[config.mk]
export PLATFORM = sky130hd
export DESIGN_NAME = sump_command_parser_flat
export DESIGN_NICKNAME = d
export VERILOG_FILES = /design/src/rtl/sump_command_parser_if.sv /design/src/rtl/sump_command_parser.sv /design/src/flat_wrapper.sv
export SDC_FILE = /design/constraint.sdc
export NUM_CORES = 1
export LEC_CHECK = 0
export CAP_MARGIN = 15
export CORE_ASPECT_RATIO = 0.6
export CORE_UTILIZATION = 25
export CTS_CLUSTER_DIAMETER = 80
export DETAILED_ROUTE_END_ITERATION = 8
export GPL_TIMING_DRIVEN = 1
export PLACE_DENSITY = 0.5
export SLEW_MARGIN = 20
export SYNTH_ARGS = -nofsm -noshare
export SYNTH_HDL_FRONTEND = slang
export SYNTH_SLANG_ARGS = --single-unit
[constraint.sdc]
create_clock -name clock -period 31 [get_ports clock]
set_input_delay 3.1 -clock clock [delete_from_list [all_inputs] [get_ports clock]]
set_output_delay 3.1 -clock clock [all_outputs]
set_load 0.005 [all_outputs]
[src/rtl/sump_command_parser_if.sv]
// rtl/sump_command_parser_if.sv - byte receive and command report bundle for the SUMP command parser
interface sump_command_parser_if;
    logic [7:0]  rx_data;
    logic        rx_valid;
    logic        cmd_valid;
    logic [7:0]  cmd_opcode;
    logic [31:0] cmd_arg;
    logic        error_strobe;

    // Host side: UART receiver feeding bytes, observer of completed commands
    modport master (
        output rx_data,
        output rx_valid,
        input  cmd_valid,
        input  cmd_opcode,
        input  cmd_arg,
        input  error_strobe
    );

    // Parser side
    modport slave (
        input  rx_data,
        input  rx_valid,
        output cmd_valid,
        output cmd_opcode,
        output cmd_arg,
        output error_strobe
    );
endinterface

[src/rtl/sump_command_parser.sv]
// rtl/sump_command_parser.sv - SUMP/OLS command parser; optional inter-byte timeout under SUMP_PARSER_TIMEOUT_EN
module sump_command_parser #(
    parameter int CHANNELS       = 32,
    parameter int TRIGGER_STAGES = 4,
    parameter int TIMEOUT_CYCLES = 100000
) (
    input  logic                               clock,
    input  logic                               reset,
    sump_command_parser_if.slave               bus,
    output logic                               reset_pulse,
    output logic                               run_pulse,
    output logic                               id_request,
    output logic                               metadata_request,
    output logic [23:0]                        divider,
    output logic [31:0]                        read_count,
    output logic [31:0]                        delay_count,
    output logic [15:0]                        flags,
    output logic [TRIGGER_STAGES*CHANNELS-1:0] trigger_mask,
    output logic [TRIGGER_STAGES*CHANNELS-1:0] trigger_value,
    output logic [TRIGGER_STAGES*32-1:0]       trigger_config,
    output logic [TRIGGER_STAGES*32-1:0]       trigger_edge
);

    // Reject parameter sets the decode cannot represent
    if (CHANNELS < 8 || CHANNELS > 32 || (CHANNELS % 8) != 0 ||
        TRIGGER_STAGES < 1 || TRIGGER_STAGES > 4 || TIMEOUT_CYCLES < 1) begin : g_bad_params
        $error("sump_command_parser: illegal parameter combination");
    end

    typedef enum logic {
        S_IDLE = 1'b0,
        S_ARG  = 1'b1
    } state_t;

    localparam logic [2:0] LP_STAGES = 3'(TRIGGER_STAGES);

    state_t        r_state;
    logic [7:0]    r_opcode;
    logic [23:0]   r_arg;      // bytes 0..2; byte 3 is taken straight from rx_data
    logic [1:0]    r_cnt;

    logic          r_cmd_valid;
    logic [7:0]    r_cmd_opcode;
    logic [31:0]   r_cmd_arg;
    logic          r_error;
    logic          r_reset_pulse;
    logic          r_run_pulse;
    logic          r_id_request;
    logic          r_metadata_request;
    logic [23:0]   r_divider;
    logic [31:0]   r_read_count;
    logic [31:0]   r_delay_count;
    logic [15:0]   r_flags;
    logic [CHANNELS-1:0] r_mask   [TRIGGER_STAGES];
    logic [CHANNELS-1:0] r_value  [TRIGGER_STAGES];
    logic [31:0]         r_config [TRIGGER_STAGES];
    logic [31:0]         r_edge   [TRIGGER_STAGES];

    logic          w_done;
    logic [7:0]    w_op;
    logic [31:0]    w_arg;
    logic [1:0]    w_stage;
    logic          w_legal;
    logic          w_timeout;

`ifdef SUMP_PARSER_TIMEOUT_EN
    localparam int LP_TW = ($clog2(TIMEOUT_CYCLES + 1) > 17) ? $clog2(TIMEOUT_CYCLES + 1) : 17;
    localparam logic [LP_TW-1:0] LP_TLAST = LP_TW'(TIMEOUT_CYCLES - 1);
    logic [LP_TW-1:0] r_idle;
`endif

    // Identify a command completing this cycle and classify its opcode
    always_comb begin
        w_done = 1'b0;
        w_op   = r_opcode;
        w_arg  = {bus.rx_data, r_arg};
        if (bus.rx_valid) begin
            if (r_state == S_IDLE && !bus.rx_data[7]) begin
                w_done = 1'b1;
                w_op   = bus.rx_data;
                w_arg  = '0;
            end else if (r_state == S_ARG && r_cnt == 2'd3) begin
                w_done = 1'b1;
            end
        end
        w_stage = w_op[3:2];
        w_legal = (w_op <= 8'h04) ||
                  (w_op >= 8'h80 && w_op <= 8'h84) ||
                  (w_op[7:4] == 4'hC && {1'b0, w_stage} < LP_STAGES);
`ifdef SUMP_PARSER_TIMEOUT_EN
        // A byte in the expiry cycle takes priority over the timeout
        w_timeout = (r_state == S_ARG) && !bus.rx_valid && (r_idle == LP_TLAST);
`else
        w_timeout = 1'b0;
`endif
    end

    // Command FSM, argument assembly, register writes and one-cycle strobes
    always_ff @(posedge clock or posedge reset) begin
        if (reset) begin
            r_state            <= S_IDLE;
            r_opcode           <= '0;
            r_arg              <= '0;
            r_cnt              <= '0;
            r_cmd_valid        <= 1'b0;
            r_cmd_opcode       <= '0;
            r_cmd_arg          <= '0;
            r_error            <= 1'b0;
            r_reset_pulse      <= 1'b0;
            r_run_pulse        <= 1'b0;
            r_id_request       <= 1'b0;
            r_metadata_request <= 1'b0;
            r_divider          <= '0;
            r_read_count       <= '0;
            r_delay_count      <= '0;
            r_flags            <= '0;
            for (int s = 0; s < TRIGGER_STAGES; s++) begin
                r_mask[s]   <= '0;
                r_value[s]  <= '0;
                r_config[s] <= '0;
                r_edge[s]   <= '0;
            end
`ifdef SUMP_PARSER_TIMEOUT_EN
            r_idle             <= '0;
`endif
        end else begin
            r_cmd_valid        <= w_done;
            r_error            <= (w_done && !w_legal) || w_timeout;
            r_reset_pulse      <= 1'b0;
            r_run_pulse        <= 1'b0;
            r_id_request       <= 1'b0;
            r_metadata_request <= 1'b0;

            if (w_done) begin
                r_cmd_opcode <= w_op;
                r_cmd_arg    <= w_arg;
                case (w_op)
                    8'h00: r_reset_pulse      <= 1'b1;
                    8'h01: r_run_pulse        <= 1'b1;
                    8'h02: r_id_request       <= 1'b1;
                    8'h04: r_metadata_request <= 1'b1;
                    8'h80: r_divider          <= w_arg[23:0];
                    8'h81: begin
                        r_read_count  <= {16'b0, w_arg[15:0]};
                        r_delay_count <= {16'b0, w_arg[31:16]};
                    end
                    8'h82: r_flags       <= w_arg[15:0];
                    8'h83: r_delay_count <= w_arg;
                    8'h84: r_read_count  <= w_arg;
                    default: begin
                        // Unimplemented stages never match, so they write nothing
                        if (w_op[7:4] == 4'hC) begin
                            for (int s = 0; s < TRIGGER_STAGES; s++) begin
                                if (w_stage == 2'(s)) begin
                                    case (w_op[1:0])
                                        2'd0:    r_mask[s]   <= w_arg[CHANNELS-1:0];
                                        2'd1:    r_value[s]  <= w_arg[CHANNELS-1:0];
                                        2'd2:    r_config[s] <= w_arg;
                                        default: r_edge[s]   <= w_arg;
                                    endcase
                                end
                            end
                        end
                    end
                endcase
            end

            case (r_state)
                S_IDLE: begin
                    if (bus.rx_valid) begin
                        r_opcode <= bus.rx_data;
                        if (bus.rx_data[7]) begin
                            r_cnt   <= 2'd0;
                            r_state <= S_ARG;
`ifdef SUMP_PARSER_TIMEOUT_EN
                            r_idle  <= '0;
`endif
                        end
                    end
                end
                default: begin
                    if (bus.rx_valid) begin
                        if (r_cnt == 2'd3) begin
                            r_state <= S_IDLE;
                        end else begin
                            r_arg[{r_cnt, 3'b000} +: 8] <= bus.rx_data;
                        end
                        r_cnt <= r_cnt + 2'd1;
`ifdef SUMP_PARSER_TIMEOUT_EN
                        r_idle <= '0;
                    end else if (w_timeout) begin
                        r_state <= S_IDLE;
                        r_idle  <= '0;
                    end else begin
                        r_idle <= r_idle + 1'b1;
`endif
                    end
                end
            endcase
        end
    end

    assign bus.cmd_valid    = r_cmd_valid;
    assign bus.cmd_opcode   = r_cmd_opcode;
    assign bus.cmd_arg      = r_cmd_arg;
    assign bus.error_strobe = r_error;

    assign reset_pulse      = r_reset_pulse;
    assign run_pulse        = r_run_pulse;
    assign id_request       = r_id_request;
    assign metadata_request = r_metadata_request;
    assign divider          = r_divider;
    assign read_count       = r_read_count;
    assign delay_count      = r_delay_count;
    assign flags            = r_flags;

    for (genvar g = 0; g < TRIGGER_STAGES; g++) begin : g_flat
        assign trigger_mask[g*CHANNELS +: CHANNELS] = r_mask[g];
        assign trigger_value[g*CHANNELS +: CHANNELS] = r_value[g];
        assign trigger_config[g*32 +: 32]           = r_config[g];
        assign trigger_edge[g*32 +: 32]             = r_edge[g];
    end

endmodule

[src/flat_wrapper.sv]
// flat-port wrapper written by rule: the top's interface ports become plain ports
module sump_command_parser_flat 
#(
    parameter int CHANNELS       = 32,
    parameter int TRIGGER_STAGES = 4,
    parameter int TIMEOUT_CYCLES = 100000
)
  (clock, reset, reset_pulse, run_pulse, id_request, metadata_request, divider, read_count, delay_count, flags, trigger_mask, trigger_value, trigger_config, trigger_edge, bus_rx_data, bus_rx_valid, bus_cmd_valid, bus_cmd_opcode, bus_cmd_arg, bus_error_strobe);
  sump_command_parser_if bus_i ();
  input  logic clock;
  input  logic reset;
  output logic reset_pulse;
  output logic run_pulse;
  output logic id_request;
  output logic metadata_request;
  output logic [23:0] divider;
  output logic [31:0] read_count;
  output logic [31:0] delay_count;
  output logic [15:0] flags;
  output logic [TRIGGER_STAGES*CHANNELS-1:0] trigger_mask;
  output logic [TRIGGER_STAGES*CHANNELS-1:0] trigger_value;
  output logic [TRIGGER_STAGES*32-1:0] trigger_config;
  output logic [TRIGGER_STAGES*32-1:0] trigger_edge;
  input wire logic [$bits(bus_i.rx_data)-1:0] bus_rx_data;
  input wire logic [$bits(bus_i.rx_valid)-1:0] bus_rx_valid;
  output wire logic [$bits(bus_i.cmd_valid)-1:0] bus_cmd_valid;
  output wire logic [$bits(bus_i.cmd_opcode)-1:0] bus_cmd_opcode;
  output wire logic [$bits(bus_i.cmd_arg)-1:0] bus_cmd_arg;
  output wire logic [$bits(bus_i.error_strobe)-1:0] bus_error_strobe;
  assign bus_i.rx_data = bus_rx_data;
  assign bus_i.rx_valid = bus_rx_valid;
  assign bus_cmd_valid = bus_i.cmd_valid;
  assign bus_cmd_opcode = bus_i.cmd_opcode;
  assign bus_cmd_arg = bus_i.cmd_arg;
  assign bus_error_strobe = bus_i.error_strobe;
  sump_command_parser #(.CHANNELS(CHANNELS), .TRIGGER_STAGES(TRIGGER_STAGES), .TIMEOUT_CYCLES(TIMEOUT_CYCLES)) u_core (.clock(clock), .reset(reset), .bus(bus_i), .reset_pulse(reset_pulse), .run_pulse(run_pulse), .id_request(id_request), .metadata_request(metadata_request), .divider(divider), .read_count(read_count), .delay_count(delay_count), .flags(flags), .trigger_mask(trigger_mask), .trigger_value(trigger_value), .trigger_config(trigger_config), .trigger_edge(trigger_edge));
endmodule
==> results of run 1 <==
-- worst min path at each step --
stage	from	to	slack (ns)	cells after the start
3_3_place_gp	u_core.trigger_config[115]	u_core.trigger_config[115]	0.47	1
2_1_floorplan	u_core.r_arg[0]	u_core.r_arg[0]	0.44	2
5_1_grt	u_core.trigger_value[92]	u_core.trigger_value[92]	0.50	1
6_report	u_core.r_arg[0]	u_core.r_arg[0]	0.48	2
3_5_place_dp	u_core.r_arg[0]	u_core.r_arg[0]	0.47	2
4_1_cts	u_core.r_arg[0]	u_core.r_arg[0]	0.48	2
-- kinds of logic after synthesis --
| logic type | share of synthesized area |
|---|---|
| buffers and inverters | 0.0289 |
| xor gates and xnor gates | 0.000322 |
| muxes | 0.239 |
| adders and majority gates | 0.00230 |
| and+or+nand+nor | 0.0509 |
| AOI/OAI and AO/OA | 0.0376 |
| DFF | 0.641 |
-- sequential cells by signal, indices dropped and copies added, names as in the netlist --
register                 cells
u_core.metadata_request      1
u_core.id_request            1
u_core.bus.cmd_arg          32
u_core.r_state               1
u_core.trigger_edge        128
u_core.divider              24
u_core.bus.cmd_valid         1
u_core.trigger_value       128
u_core.trigger_config      128
u_core.bus.cmd_opcode        8
u_core.bus.error_strobe      1
u_core.delay_count          32
u_core.run_pulse             1
u_core.r_opcode              8
u_core.read_count           32
u_core.r_arg                24
u_core.r_cnt                 2
u_core.flags                16
u_core.trigger_mask        128
u_core.reset_pulse           1
-- power groups by stage --
| stage | clock (mW) | combinational (mW) | sequential, mW |
|---|---|---|---|
| detailed placement | 0 | 0.539 | 1.05 |
| global placement | 0 | 0.529 | 1.05 |
| floorplan | 0 | 0.229 | 1.03 |
| global route | 0.947 | 0.567 | 1.05 |
| finish | 0.887 | 0.535 | 1.04 |
| CTS | 0.913 | 0.541 | 1.04 |
-- cell usage after synthesis, types with 5 or more instances --
cell type  count  area [um2]
buf_1          6        22.5
mux2i_1       17         170
dfrtp_1      697       17400
a21oi_1       33         165
buf_2         48         240
nand3_4        6         105
inv_1          9        33.8
nor3_1         9        45.0
o2bb2ai_1     31         272
nor2_1        13        48.8
o21ai_0       33         165
mux2_1        39         439
a31oi_1        5        31.3
nor3_2         9        90.1
clkbuf_1      97         364
nand2_1      159         597
buf_4         15         113
a22o_1        32         280
ha_1           5        62.6
and2_1        27         169
mux2_2       522        5880
-- routing by layer --
layer | global-route usage | part of all wire | vias to the layer above
met4 | 0.0477 | 0.023 | 0
met2 | 0.291 | 0.46 | 615
met1 | 0.245 | 0.43 | 9738
met3 | 0.0584 | 0.080 | 121
met5 | 0 | 0 | -
li1 | - | - | 7770
-- worst max-delay path, stage by stage --
cell and delay (ns):
clkdlybuf4s50_1 0.49, inv_8 0.52, buf_4 0.78, buf_4 0.80, buf_4 0.72, buf_4 0.74, buf_4 0.83
-- layout make-up --
cell class                      instances  area [um2]
Fill cell                           10378       69600
Sequential cell                       697       17400
Multi-Input combinational cell        987        9060
Timing Repair Buffer                  729        7210
Clock buffer                          113        2210
Tap cell                             1425        1780
Clock inverter                         13         159
Inverter                                9        41.3
Antenna cell                            4        10.0
-- stage by stage --
step,utilization,cells,total power [mW]
after floorplan,-,1860,1.26
after global placement,0.330,3844,1.58
after detailed placement,0.330,3845,1.59
after CTS,0.352,3971,2.49
after global routing,0.353,3973,2.56
final,0.353,3977,2.46
==> run_results.csv, run 1 <==
group,metric,value,unit
logic_synthesis,synth-edff-count,0,
placed_design,place_ws,22.48,ns
cts,cts_resized,0,
sta,tightest_slew,1.05,ns
logic_synthesis,synthArstFlopShare,1.00,
global_routing,antenna_found_initial,12,
global_routing,gr-total-overflow,0,
cts,clk_pin_slew,0.06,ns
power,pwr-share-seq,0.422,
final_layout,layout_commonest_cell,"dfrtp_1",
global_routing,grt_max_degree,123,
global_routing,first_global_vias,18864,
placed_design,gp_congestion,0.809,
min_path,hold_class,"flip-flop to flip-flop",
cts,root_buffer,"clkbuf_16",
route,drt_wl_total,104000,um
power,p_sw_frac,0.324,
cts,htree_levels,3,
route,wl_per_cell,26.1,um
sta,post-route-period-util,0.245,
floorplan,die_area,110000,um2
logic_synthesis,ys_seq_area_frac,0.641,
setup_path,crit_path_end_kind,"async pin",
global_routing,grt_pass1_wl,146000,um
setup_path,cp.required,31.64,ns
setup_path,startpoint,"reset",
floorplan,core,108000,um2
placed_design,dp_hpwl,70500,um
final_layout,layout-drive-gt1-share,0.286,
sta,maxClockFrequency,132,MHz
setup_path,endpoint,"u_core.trigger_config[66]",
setup_path,ff2ff_setup_slack,26.88,ns
sta,finalSetupViolations,0,
final_layout,syn_to_final_growth,39.5,%
setup_path,cp_data_arrival_time,8.24,ns
setup_path,r2r-start,"u_core.r_state",
cts,hold_buffers,0,
flow_run,cap_violations,0,
logic_synthesis,synth_cells,1860,
cts,cts_tree,"yes",
sta,hold_slack,0.477,ns
cts,cts_buffer_depth,3,
power,p_sw,798,uW
route,via_per_inst,4.59,
setup_path,r2r_cells,4,
floorplan,fp.dieW,428,um
sta,grt_setup_unrepaired,"false",
setup_path,cp-start-kind,"input pin",
logic_synthesis,synth.distinct_cells,50,
floorplan,start_util,0.253,
sta,fin_worst_skew,0.0273,ns
cts,clk_latency,0.65,ns
final_layout,nets,2513,
floorplan,num_rows,93,
sta,setup_tns,0,ns
global_routing,track_usage,0.185,
sta,slew_viol_final,0,
power,p_int,1.66,mW
route,drtIter0Drc,1108,
sta,slew_headroom,0.295,
cts,numCtsBuffers,73,
route,ant_nets,0,
setup_path,worst_r2r_endpoint,"u_core.trigger_config[56]",
power,pwr-share-clk,0.361,
route,drt_pass1_iterations,7,
sta,setup_slack,23.41,ns
power,ir_drop,0.0496,mV
outcome,outcome,"finished, final reports clean",
route,vias,18244,
final_layout,final_cell_mix,"dfrtp_1 (697), clkdlybuf4s50_1 (671), mux2_2 (522)",
setup_path,critPathMaxFanout,102,
sta,hold_viol,0,
logic_synthesis,ys_warn_count,0,
route,route.detailed.drc,0,
logic_synthesis,ys.flop_type,"dfrtp_1",
setup_path,critical_path_class,"input pin to async pin",
power,leakagePower,17.6,nW
power,pwr-share-comb,0.217,
logic_synthesis,syn-cell-area,27200,um2
logic_synthesis,synth.ff_latch_count,697,
sta,period_needed,7.59,ns
floorplan,ios,673,
placed_design,port_buffers,672,
cts,postCtsSetupBuffers,0,
power,power_density,64.9,nW/um2
final_layout,final_area,37900,um2
placed_design,post_dp_cell_area,35500,um2
floorplan,die_h,257,um
logic_synthesis,mappedNetlistNets,1876,
logic_synthesis,avgSynthCellArea,14.6,um2
cts,clock_sinks,697,
Power figures use the tool's default switching activity.
==> inputs of run 2 (changes only) <==
clock period = 7.47 ns   (was 31 ns; I/O delays follow)
==> run_results.csv, run 2 (synthesis results as in run 1) <==
group,metric,value,unit
outcome,outcome,"finished, final reports clean",
global_routing,track_usage,0.186,
floorplan,start_util,0.253,
flow_run,cap_violations,0,
final_layout,syn_to_final_growth,39.6,%
power,power_density,270,nW/um2
setup_path,cp_data_arrival_time,4.75,ns
setup_path,critical_path_class,"input pin to flip-flop",
setup_path,cp.required,7.98,ns
sta,fin_worst_skew,0.0278,ns
setup_path,cp-start-kind,"input pin",
cts,htree_levels,3,
floorplan,die_h,257,um
min_path,min-delay-start,"u_core.trigger_value[92]",
placed_design,place_ws,2.61,ns
cts,clock_sinks,697,
sta,hold_slack,0.485,ns
sta,maxClockFrequency,236,MHz
floorplan,fp.dieW,428,um
route,drt_wl_total,104000,um
route,via_per_inst,4.52,
setup_path,startpoint,"bus_rx_valid",
floorplan,die_area,110000,um2
route,route.detailed.drc,0,
sta,setup_tns,0,ns
sta,setup_slack,3.23,ns
floorplan,ios,673,
sta,post-route-period-util,0.567,
sta,slew_viol_final,0,
placed_design,port_buffers,672,
route,vias,18004,
route,drt_pass1_iterations,6,
cts,cts_tree,"yes",
global_routing,first_global_vias,18743,
floorplan,core,108000,um2
global_routing,grt_max_degree,165,
placed_design,dp_hpwl,70700,um
sta,tightest_slew,1.10,ns
placed_design,post_dp_cell_area,35500,um2
cts,hold_buffers,0,
final_layout,final_area,38000,um2
floorplan,num_rows,93,
final_layout,nets,2514,
power,p_total,10.2,mW
global_routing,gr-total-overflow,0,
cts,clk_pin_slew,0.07,ns
final_layout,fin_cells,3980,
final_layout,final_cell_mix,"dfrtp_1 (697), clkdlybuf4s50_1 (671), mux2_2 (522)",
global_routing,grt_pass1_wl,146000,um
global_routing,antenna_found_initial,16,
sta,slew_headroom,0.270,
min_path,hold_class,"flip-flop to flip-flop",
final_layout,layout_commonest_cell,"dfrtp_1",
sta,grt_setup_unrepaired,"false",
setup_path,critPathMaxFanout,41,
placed_design,dp_cells,3845,
cts,cts_buffer_depth,3,
route,drtIter0Drc,1125,
final_layout,fin_util,0.353,
cts,root_buffer,"clkbuf_16",
cts,numCtsBuffers,74,
route,wl_per_cell,26.1,um
sta,hold_viol,0,
placed_design,gp_congestion,0.787,
sta,finalSetupViolations,0,
power,ir_drop,0.194,mV
final_layout,fillers,10329,
final_layout,layout-drive-gt1-share,0.289,
power,leakagePower,17.7,nW
cts,cts_resized,0,
cts,clk_latency,0.65,ns
sta,period_needed,4.24,ns
route,ant_nets,0,
cts,postCtsSetupBuffers,0,
setup_path,r2r-start,"u_core.r_cnt[0]",
setup_path,crit_path_end_kind,"flip-flop",
## run 2: changes by cell type in the layout (fill, tap and decap cells not counted), sizes merged
cell / change
clkbuf: -13
clkinv: +10
bufinv: +3
clkinvlp: +3
diode: +1
inv: -1
## run 2: area by class of cell
cell class                      count  area (um2)  area share
Antenna cell                        5        12.5    0.000330
Multi-Input combinational cell    987        9060       0.239
Sequential cell                   697       17400       0.459
Timing Repair Buffer              729        7230       0.190
Clock inverter                     28         322     0.00847
Clock buffer                      100        2080      0.0548
Inverter                            9        37.5    0.000989
Tap cell                         1425        1780      0.0470
## run 2: path summary, 6_finish.rpt
| check | slack [ns] | to | depth (start not counted) |
|---|---|---|---|
| setup reg to reg | 3.41 | u_core.trigger_edge[10] | 5 |
| min in group asynchronous | 0.61 | u_core.trigger_value[64] | 2 |
| max in group asynchronous | 5.05 | u_core.delay_count[15] | 5 |
| hold / removal | 0.49 | u_core.trigger_value[92] | 1 |
| setup / recovery | 3.23 | u_core.trigger_edge[10] | 5 |
| hold reg to reg | 0.49 | u_core.trigger_value[92] | 1 |
## run 2: routing by layer
| metal | vias to the layer above | wire length (um) | track usage |
|---|---|---|---|
| met5 | - | 12 | 0 |
| met4 | 2 | 2400 | 0.0483 |
| met3 | 112 | 8090 | 0.0573 |
| met2 | 606 | 48000 | 0.290 |
| met1 | 9519 | 45300 | 0.248 |
| li1 | 7765 | - | - |
## run 2: where the power goes
group | leakage (nW) | internal (mW) | switching [mW]
Sequential | 9.67 | 4.05 | 0.259
Combinational | 6.80 | 0.705 | 1.47
Clock | 1.19 | 2.16 | 1.59
Total | 17.7 | 6.92 | 3.32
## run 2: worst max-delay path, stage by stage
cell and delay, ns:
clkdlybuf4s50_1 0.76, nand3_2 0.88, nor3b_4 0.98, nand3b_4 0.76, mux2_1 0.58
==> inputs of run 3 (changes only) <==
clock period = 4 ns   (was 7.47 ns; I/O delays follow)
==> run_results.csv, run 3 (synthesis results as in run 1) <==
group,metric,value,unit
setup_path,critPathSlowestCell,"nand3b_4",
sta,finalSetupViolations,0,
cts,cts_tree,"yes",
route,drt_pass1_iterations,4,
placed_design,dp_hpwl,74600,um
floorplan,die_h,257,um
cts,clk_pin_slew,0.07,ns
sta,grt_setup_unrepaired,"false",
sta,hold_viol,0,
setup_path,worst_r2r_endpoint,"u_core.trigger_edge[40]",
setup_path,worstPathCellList,"ha_1, nand3_2, nor3b_4, nand3b_4, mux2_2",
placed_design,port_buffers,672,
setup_path,critical_path_class,"flip-flop to flip-flop",
floorplan,ios,673,
final_layout,fin_util,0.358,
final_layout,syn_to_final_growth,41.7,%
final_layout,layout_commonest_cell,"dfrtp_1",
sta,tightest_slew,1.13,ns
cts,root_buffer,"clkbuf_16",
sta,setup_tns,0,ns
placed_design,gp_congestion,0.838,
setup_path,path_delay_family,"simple AND/OR/NAND/NOR gates",
cts,clock_sinks,697,
route,drt_wl_total,108000,um
setup_path,ff2ff_setup_slack,1.15,ns
cts,hold_buffers,0,
placed_design,post_dp_cell_area,36000,um2
final_layout,nets,2556,
global_routing,gr-total-overflow,0,
cts,htree_levels,3,
outcome,outcome,"finished, final reports clean",
route,route.detailed.drc,0,
power,power_density,505,nW/um2
sta,slew_headroom,0.244,
setup_path,cp.depth,5,
floorplan,core,108000,um2
cts,cts_buffer_depth,3,
route,via_per_inst,4.61,
floorplan,fp.dieW,428,um
global_routing,antenna_found_initial,19,
flow_run,cap_violations,0,
route,wl_per_cell,26.7,um
setup_path,cp.required,4.53,ns
final_layout,layout-drive-gt1-share,0.301,
setup_path,cp-start-kind,"flip-flop",
min_path,hold_class,"input pin to flip-flop",
setup_path,cp_data_arrival_time,3.38,ns
floorplan,start_util,0.253,
cts,cts_resized,0,
sta,slew_viol_final,0,
sta,maxClockFrequency,351,MHz
power,leakagePower,17.9,nW
cts,clk_latency,0.67,ns
sta,fin_worst_skew,0.0238,ns
global_routing,first_global_vias,19731,
final_layout,fillers,10333,
global_routing,track_usage,0.194,
min_path,min-delay-start,"bus_rx_data[7]",
setup_path,crit_path_end_kind,"flip-flop",
global_routing,grt_pass1_wl,152000,um
setup_path,r2r-start,"u_core.r_cnt[0]",
setup_path,cp_num_buf_inv,0,
route,ant_nets,0,
sta,period_needed,2.85,ns
min_path,hold_end,"u_core.read_count[31]",
setup_path,r2r_cells,5,
floorplan,die_area,110000,um2
route,drtIter0Drc,1055,
global_routing,grt_max_degree,114,
setup_path,critPathMaxFanout,32,
final_layout,final_cell_mix,"dfrtp_1 (697), clkdlybuf4s50_1 (671), mux2_2 (522)",
cts,postCtsSetupBuffers,0,
final_layout,final_area,38500,um2
min_path,whs_path_depth,3,
sta,post-route-period-util,0.713,
route,vias,18602,
setup_path,cp_slowest_stage_delay,0.62,ns
power,ir_drop,0.335,mV
cts,numCtsBuffers,76,
floorplan,num_rows,93,
run 3: changes by cell type in the layout (fill, tap and decap cells not counted), sizes merged:
cell and delta:
clkinv -6, clkbuf +15, buf +40, clkinvlp +1
bufinv -1, inv +2
run 3: how the worst max path moves through the flow:
| stage | startpoint | to | slack (ns) |
|---|---|---|---|
| after floorplan | reset | u_core.bus.cmd_arg[0] | -5.94 |
| after global placement | bus_rx_valid | u_core.trigger_config[94] | 0.80 |
| after detailed placement | bus_rx_valid | u_core.trigger_value[94] | 0.77 |
| after CTS | u_core.r_cnt[0] | u_core.trigger_edge[98] | 1.18 |
| after global routing | u_core.r_cnt[0] | u_core.trigger_edge[118] | 1.05 |
| final | u_core.r_cnt[0] | u_core.trigger_edge[40] | 1.15 |
run 3: through the flow:
step / power, mW / cells / hold WS, ns / setup slack (ns)
2_1_floorplan: 9.78 / 1860 / 0.442 / -5.94
3_3_place_gp: 12.3 / 3887 / 0.473 / 0.800
3_5_place_dp: 12.4 / 3887 / 0.475 / 0.775
4_1_cts: 19.8 / 4026 / 0.123 / 1.18
5_1_grt: 20.3 / 4027 / 0.173 / 1.05
6_report: 19.5 / 4031 / 0.203 / 1.15
run 3: final cells by class:
class | count | area, um2 | area share
timing repair buffer | 769 | 7650 | 0.199
inverter | 9 | 37.5 | 0.000974
antenna | 5 | 12.5 | 0.000325
sequential | 697 | 17400 | 0.453
clock inverter | 24 | 335 | 0.00870
clock buffer | 115 | 2220 | 0.0576
multi-input combinational | 987 | 9050 | 0.235
tap | 1425 | 1780 | 0.0463
run 3: where the power goes:
group	switching (mW)	leakage, nW	internal [mW]
Combinational	2.75	7.02	1.40
Clock	3.06	1.24	4.20
Sequential	0.489	9.67	7.56
run 3: routing by layer:
| metal | track usage | part of all wire | vias up |
|---|---|---|---|
| li1 | - | - | 7868 |
| met1 | 0.259 | 0.44 | 9877 |
| met2 | 0.297 | 0.45 | 692 |
| met3 | 0.0601 | 0.077 | 163 |
| met4 | 0.0645 | 0.031 | 2 |
| met5 | 0 | 0.00018 | - |
run 3: worst min-delay path, cell delays in order:
cell and delay, ns:
buf_2 0.16, inv_1 0.17, o2bb2ai_1 0.08
